--- config.mk ---
export PLATFORM = sky130hd
export DESIGN_NAME = fpro_bus_arbiter
export DESIGN_NICKNAME = d
export VERILOG_FILES = /design/src/rtl/fpro_bus_arbiter.sv
export SDC_FILE = /design/constraint.sdc
export NUM_CORES = 1
export LEC_CHECK = 0
export CAP_MARGIN = 20
export CORE_ASPECT_RATIO = 1.25
export CORE_MARGIN = 4
export CORE_UTILIZATION = 30
export DETAILED_ROUTE_END_ITERATION = 10
export PLACE_DENSITY_LB_ADDON = 0.12
export SLEW_MARGIN = 20
export SYNTH_ARGS = -nofsm -noshare
export SYNTH_HDL_FRONTEND = slang
export SYNTH_SLANG_ARGS = --single-unit
--- constraint.sdc ---
create_clock -name clk -period 1.7 [get_ports clk]
set_input_delay 0.34 -clock clk [delete_from_list [all_inputs] [get_ports clk]]
set_output_delay 0.34 -clock clk [all_outputs]
set_load 0.005 [all_outputs]
--- src/rtl/fpro_bus_arbiter.sv ---
// Two-master round-robin / fixed-priority arbiter in front of the FPro slave bus.
// Each grant is one registered bus cycle (GRANT) followed by a one-cycle done pulse (ACK).
module fpro_bus_arbiter #(
    parameter int ADDR_W     = 21,
    parameter int DATA_W     = 32,
    parameter int FIXED_PRIO = 0
) (
    input  logic              clk,
    input  logic              reset_n,
    input  logic              m0_req,
    input  logic              m0_video,
    input  logic              m0_wr,
    input  logic [ADDR_W-1:0] m0_addr,
    input  logic [DATA_W-1:0] m0_wr_data,
    output logic [DATA_W-1:0] m0_rd_data,
    output logic              m0_done,
    input  logic              m1_req,
    input  logic              m1_video,
    input  logic              m1_wr,
    input  logic [ADDR_W-1:0] m1_addr,
    input  logic [DATA_W-1:0] m1_wr_data,
    output logic [DATA_W-1:0] m1_rd_data,
    output logic              m1_done,
    output logic              busy,
    output logic              fp_video_cs,
    output logic              fp_mmio_cs,
    output logic              fp_wr,
    output logic              fp_rd,
    output logic [ADDR_W-1:0] fp_addr,
    output logic [DATA_W-1:0] fp_wr_data,
    input  logic [DATA_W-1:0] fp_rd_data
);

    typedef enum logic [1:0] {IDLE, GRANT, ACK} state_t;

    state_t              state_reg, state_next;
    logic                rr_ptr_reg, rr_ptr_next;
    logic                win_reg, win_next;
    logic                video_cs_reg, video_cs_next;
    logic                mmio_cs_reg, mmio_cs_next;
    logic                wr_reg, wr_next;
    logic                rd_reg, rd_next;
    logic [ADDR_W-1:0]   addr_reg, addr_next;
    logic [DATA_W-1:0]   wr_data_reg, wr_data_next;
    logic [1:0]          done_reg, done_next;
    logic [DATA_W-1:0]   rd_data_reg [2];
    logic                pick;
    logic                any_req;

    assign any_req = m0_req | m1_req;

    // Winner when in IDLE: 0 = master 0, 1 = master 1.
    always_comb begin
        pick = ~m0_req;
        if (FIXED_PRIO == 0 && m0_req && m1_req)
            pick = rr_ptr_reg;
    end

    always_ff @(posedge clk or negedge reset_n) begin
        if (!reset_n) begin
            state_reg    <= IDLE;
            rr_ptr_reg   <= 1'b0;
            win_reg      <= 1'b0;
            video_cs_reg <= 1'b0;
            mmio_cs_reg  <= 1'b0;
            wr_reg       <= 1'b0;
            rd_reg       <= 1'b0;
            addr_reg     <= '0;
            wr_data_reg  <= '0;
            done_reg     <= 2'b00;
        end else begin
            state_reg    <= state_next;
            rr_ptr_reg   <= rr_ptr_next;
            win_reg      <= win_next;
            video_cs_reg <= video_cs_next;
            mmio_cs_reg  <= mmio_cs_next;
            wr_reg       <= wr_next;
            rd_reg       <= rd_next;
            addr_reg     <= addr_next;
            wr_data_reg  <= wr_data_next;
            done_reg     <= done_next;
        end
    end

    // Bus and done registers default to zero so they are only ever high for one cycle.
    always_comb begin
        state_next    = state_reg;
        rr_ptr_next   = rr_ptr_reg;
        win_next      = win_reg;
        video_cs_next = 1'b0;
        mmio_cs_next  = 1'b0;
        wr_next       = 1'b0;
        rd_next       = 1'b0;
        addr_next     = '0;
        wr_data_next  = '0;
        done_next     = 2'b00;
        case (state_reg)
            IDLE: begin
                if (any_req) begin
                    win_next      = pick;
                    video_cs_next = pick ? m1_video : m0_video;
                    mmio_cs_next  = ~(pick ? m1_video : m0_video);
                    wr_next       = pick ? m1_wr : m0_wr;
                    rd_next       = ~(pick ? m1_wr : m0_wr);
                    addr_next     = pick ? m1_addr : m0_addr;
                    wr_data_next  = pick ? m1_wr_data : m0_wr_data;
                    state_next    = GRANT;
                end
            end
            GRANT: begin
                done_next[win_reg] = 1'b1;
                rr_ptr_next        = ~win_reg;
                state_next         = ACK;
            end
            ACK: begin
                state_next = IDLE;
            end
            default: begin
                state_next = IDLE;
            end
        endcase
    end

    // Read data is captured at the end of the GRANT cycle and held until the next read.
    for (genvar gi = 0; gi < 2; gi++) begin : g_master
        always_ff @(posedge clk or negedge reset_n) begin
            if (!reset_n)
                rd_data_reg[gi] <= '0;
            else if (state_reg == GRANT && rd_reg && win_reg == 1'(gi))
                rd_data_reg[gi] <= fp_rd_data;
        end
    end

    assign m0_rd_data  = rd_data_reg[0];
    assign m1_rd_data  = rd_data_reg[1];
    assign m0_done     = done_reg[0];
    assign m1_done     = done_reg[1];
    assign busy        = (state_reg != IDLE);
    assign fp_video_cs = video_cs_reg;
    assign fp_mmio_cs  = mmio_cs_reg;
    assign fp_wr       = wr_reg;
    assign fp_rd       = rd_reg;
    assign fp_addr     = addr_reg;
    assign fp_wr_data  = wr_data_reg;

endmodule

== Word-level counts from Yosys, hierarchy flattened ==
Index checks and enable logic that the tools add are counted.

* Output and inout port bits: 124
* Bits of input ports: 146
* Register bits: 127

* Reduce and logical (&&, ||, !) cells: 8
* Mux-type cells: 22
* Bitwise gates (word level): 5
* Equal/unequal tests: 2
* Order comparisons: 2

{| class="wikitable"
|+ Operators with widths
! operator !! count
|-
| $mux 32 || 3
|-
| $mux 21 || 3
|-
| $mux 1 || 12
|-
| $logic_and 1x1->1 || 5
|-
| $mux 2 || 2
|-
| $not 1->1 || 4
|-
| $pmux 2 s2 || 1
|-
| $eq 2x1->1 const B || 1
|-
| $logic_not 2->1 || 1
|-
| $lt 1x2->1 const B || 1
|-
| $ne 2x2->1 const B || 1
|-
| $reduce_and 2->1 || 1
|-
| $reduce_bool 2->1 || 1
|-
| $demux 1 s1 || 1
|-
| $ge 1x1->1 const B || 1
|-
| $or 1x1->1 || 1
|}

== Depth between registers and ports, before layout ==
* Depth after elaboration: 6
* Gate-level depth with buffers: 5

== Worst setup path after synthesis ==
No wires, ideal clock.

* Kind: flip-flop to flip-flop
* Start point: register state_reg[1]
* End point: register rd_data_reg (netlist bit m0_rd_data[10])
* Arrival time: 1.325 ns
* Buffers on the path: 1
* Required time: 1.575 ns
* Setup time: 0.125 ns
* Stages on the path, launching flop included: 5
* Setup slack: 0.250 ns
* Cell sequence: dfrtp_1 -> nand2b_4 -> nor3b_4 -> buf_6 -> mux2_2

* Cells in the longest elaborated chain, start to end: 3

{| class="wikitable"
|+ Ends and longest elaborated chain
! element !! RTL line !! source
|-
| from (decl) || 36 || <nowiki>state_t state_reg, state_next;</nowiki>
|-
| from (signal assigned) || 72 || <nowiki>state_reg <= state_next;</nowiki>
|-
| $eq 2x1->1 || 129 || <nowiki>else if (state_reg == GRANT && rd_reg && win_reg == 1'(gi))</nowiki>
|-
| $logic_and 1x1->1 (2 in a row) || 129 ||
|-
| to (signal, indexed assignment) || 130 || <nowiki>rd_data_reg[gi] <= fp_rd_data;</nowiki>
|-
| to (decl) || 46 || <nowiki>logic [DATA_W-1:0] rd_data_reg [2];</nowiki>
|}

Every way passes these cells.
A chain may end at the register's enable or synchronous reset.

== Worst setup path in the final report ==
* Start point: register rd_data_reg (netlist bit m0_rd_data[14])
* End point: output m0_rd_data[14]

{| class="wikitable"
|+ RTL lines
! element !! RTL line !! source
|-
| to (decl) || 15 || <nowiki>output logic [DATA_W-1:0] m0_rd_data,</nowiki>
|}

No word-level cell between the ends.

==> results_dict.tcl <==
set metrics [dict create \
    status "completed" \
    m1WireLength_mm 5.54 \
    slowest_delay_ps 530 \
    leakage_nw 3.72 \
    power.density_mw_per_mm2 1560 \
    fin_cells 901 \
    met3_length_mm 1.76 \
    grt_use_total 0.167 \
    wl_per_cell_um 16.6 \
    syn_area_mm2 0.00487 \
    dr_wl_met2_mm 7.41 \
    grt_pass1_vias 4464 \
    port_buffers 269 \
    crit_path_start "m0_rd_data[14]$_DFFE_PN0P_" \
    final_cell_mix "clkdlybuf4s50_1 (265), dfrtp_1 (127), nand2_1 (106), mux2_2 (60), a21oi_1 (53)" \
    critPathSlowestCell "clkdlybuf4s50_1" \
    start_util 0.309 \
    rr_startpoint "state_reg[1]$_DFFE_PN0P_" \
    grt_max_degree 48 \
    cp_cell_sequence "clkdlybuf4s50_1" \
    hold_class "primary input to async pin" \
    critPathTopFamily "buffers and inverters" \
    drive_above_1_share 0.171 \
    area_growth_pct 75.0 \
    maxCapViolCount 0 \
    antenna_cells 0 \
    cts_buffer_depth 2 \
    cts_buffers 17 \
    fin_skew_ps 8.88 \
    synth_seq_area_share 0.653 \
    syn_inst 393 \
    post-route-cell-area_mm2 0.00852 \
    place_area_mm2 0.00791 \
    hold_slack_ps 402 \
    rsz0062_at_grt "false" \
    synthDistinctLibCells 21 \
    core_region_area_mm2 0.0158 \
    final-hold-violation-count 0 \
    cts_tree "yes" \
    setup_viol 0 \
    dp_cells 867 \
    hpwl_mm 11.2 \
    cp.required_ps 1360 \
    antenna_found_initial 0 \
    timing.final.crit_share 0.955 \
    tns_ps 0 \
    clk_latency_ps 400 \
    via_per_inst 4.42 \
    cp.arrival_ps 1280 \
    grt_remaining_overflow 0 \
    cts.sinks 127 \
    ys_ff_latch 127 \
    die_height_um 150 \
    p_total_w 0.0133 \
    routed.top_layer "met4" \
    cp_num_buf_inv 1 \
    mostFrequentLayoutCell "clkdlybuf4s50_1" \
    design.die.area_mm2 0.0183 \
    worstMarginPinSlew_ps 394 \
    synth_nets 539 \
    maxSlewHeadroom 0.737 \
    end_kind "primary output" \
    path_class "flop to primary output" \
    drt_iter0_drc 95 \
    gp_congestion 0.807 \
    vias 3981 \
    drv_slew 0 \
    antenna_left 0 \
    finalWirelength_mm 14.9 \
    min_period_ps 1620 \
    nets 823 \
    clkSlewWorstSetupHoldPaths_ps 60 \
    htree_levels 4 \
    die-width_um 122 \
    postSynthAreaPerCell_um2 12.4 \
    root_buffer "clkbuf_16" \
    drc 0 \
    worstPathMaxFanout 2 \
    grt_pass1_wl_mm 23.4 \
    ys.warnings.count 0 \
    firstDrtPassIters 4 \
    cp-start-kind "flop" \
    max_freq_mhz 616 \
    fp-row-count 51 \
    io_pins 270 \
    ir_worst_vdd_mv 0.578 \
]
[worst paths after layout]
path	endpoint	slack, ps	cells after the start
max	m0_rd_data[14]	80	1
min	m1_rd_data[9]$_DFFE_PN0P_	400	2
max reg2reg	m0_rd_data[12]$_DFFE_PN0P_	160	4
min reg2reg	m0_rd_data[2]$_DFFE_PN0P_	490	1
max in group asynchronous	fp_wr_data[19]$_DFF_PN0_	700	3
min in group clk	fp_wr_data[16]$_DFF_PN0_	470	3
[worst register-to-register path, cell delays in order, from the launching register on]
cell      delay (ps)
dfrtp_1          390
nand2b_4         170
nor3b_4          230
buf_12           250
mux2_2           380
[power by group]
group	switching, W	internal [W]
clock	0.00134	0.00219
combinational	0.00176	0.00325
sequential	0.000536	0.00422
[per-stage QoR]
step	setup WS [ps]	util
finish	77.3	0.541
global route	0.723	0.541
CTS	8.82	0.539
detailed placement	26.5	0.502
global placement	74.8	0.502
floorplan	250	-
[routing by layer]
| metal | global-route usage | vias up |
|---|---|---|
| met4 | 0.0589 | 0 |
| met3 | 0.0853 | 16 |
| met2 | 0.280 | 199 |
| met5 | 0 | - |
| met1 | 0.182 | 1891 |
| li1 | - | 1875 |
[final cells by class]
| type | count | area (um2) |
|---|---|---|
| Clock buffer | 18 | 439 |
| Clock inverter | 13 | 140 |
| Fill cell | 1411 | 7240 |
| Inverter | 3 | 11.3 |
| Multi-Input combinational cell | 240 | 1550 |
| Sequential cell | 127 | 3180 |
| Tap cell | 212 | 265 |
| Timing Repair Buffer | 288 | 2940 |
[synth_stat cells]
cell       number  area (um2)
mux2i_1         2        20.0
nor3b_4         1        18.8
inv_1           2        7.51
a21boi_2        1        11.3
mux2_1          4        45.0
inv_2           1        3.75
a2bb2oi_1       1        8.76
a21o_1          1        7.51
o21ai_0         1        5.00
dfrtp_1       127        3180
nand2b_4        1        13.8
clkbuf_1        3        11.3
and2_1          3        18.8
nand3_4         1        17.5
nand2_1       106         398
buf_6           6        67.6
a21oi_1        53         265
a21bo_2         1        10.0
buf_2          14        70.1
nor2_1          4        15.0
mux2_2         60         676
[cells by family (layout without fill, tap and decap cells)]
kind of cell	after synthesis	in the layout	share of synthesized area
DFF	127	127	0.653
AOI/OAI and AO/OA	58	58	0.0632
buffers and inverters	26	322	0.0329
and+or+nand+nor	116	116	0.0989
muxes	66	66	0.152
[timing repair]
action / CTS / global route
gates resized for setup: 2 / 2
setup buffers: 0 / 2
cloned: 0 / 0
pin swaps: 0 / 1
hold buffers: 1 / 0
endpoints found under the hold margin: 23 / 0
setup endpoints to repair: 2 / 2
(Power assumes the default switching activity.)
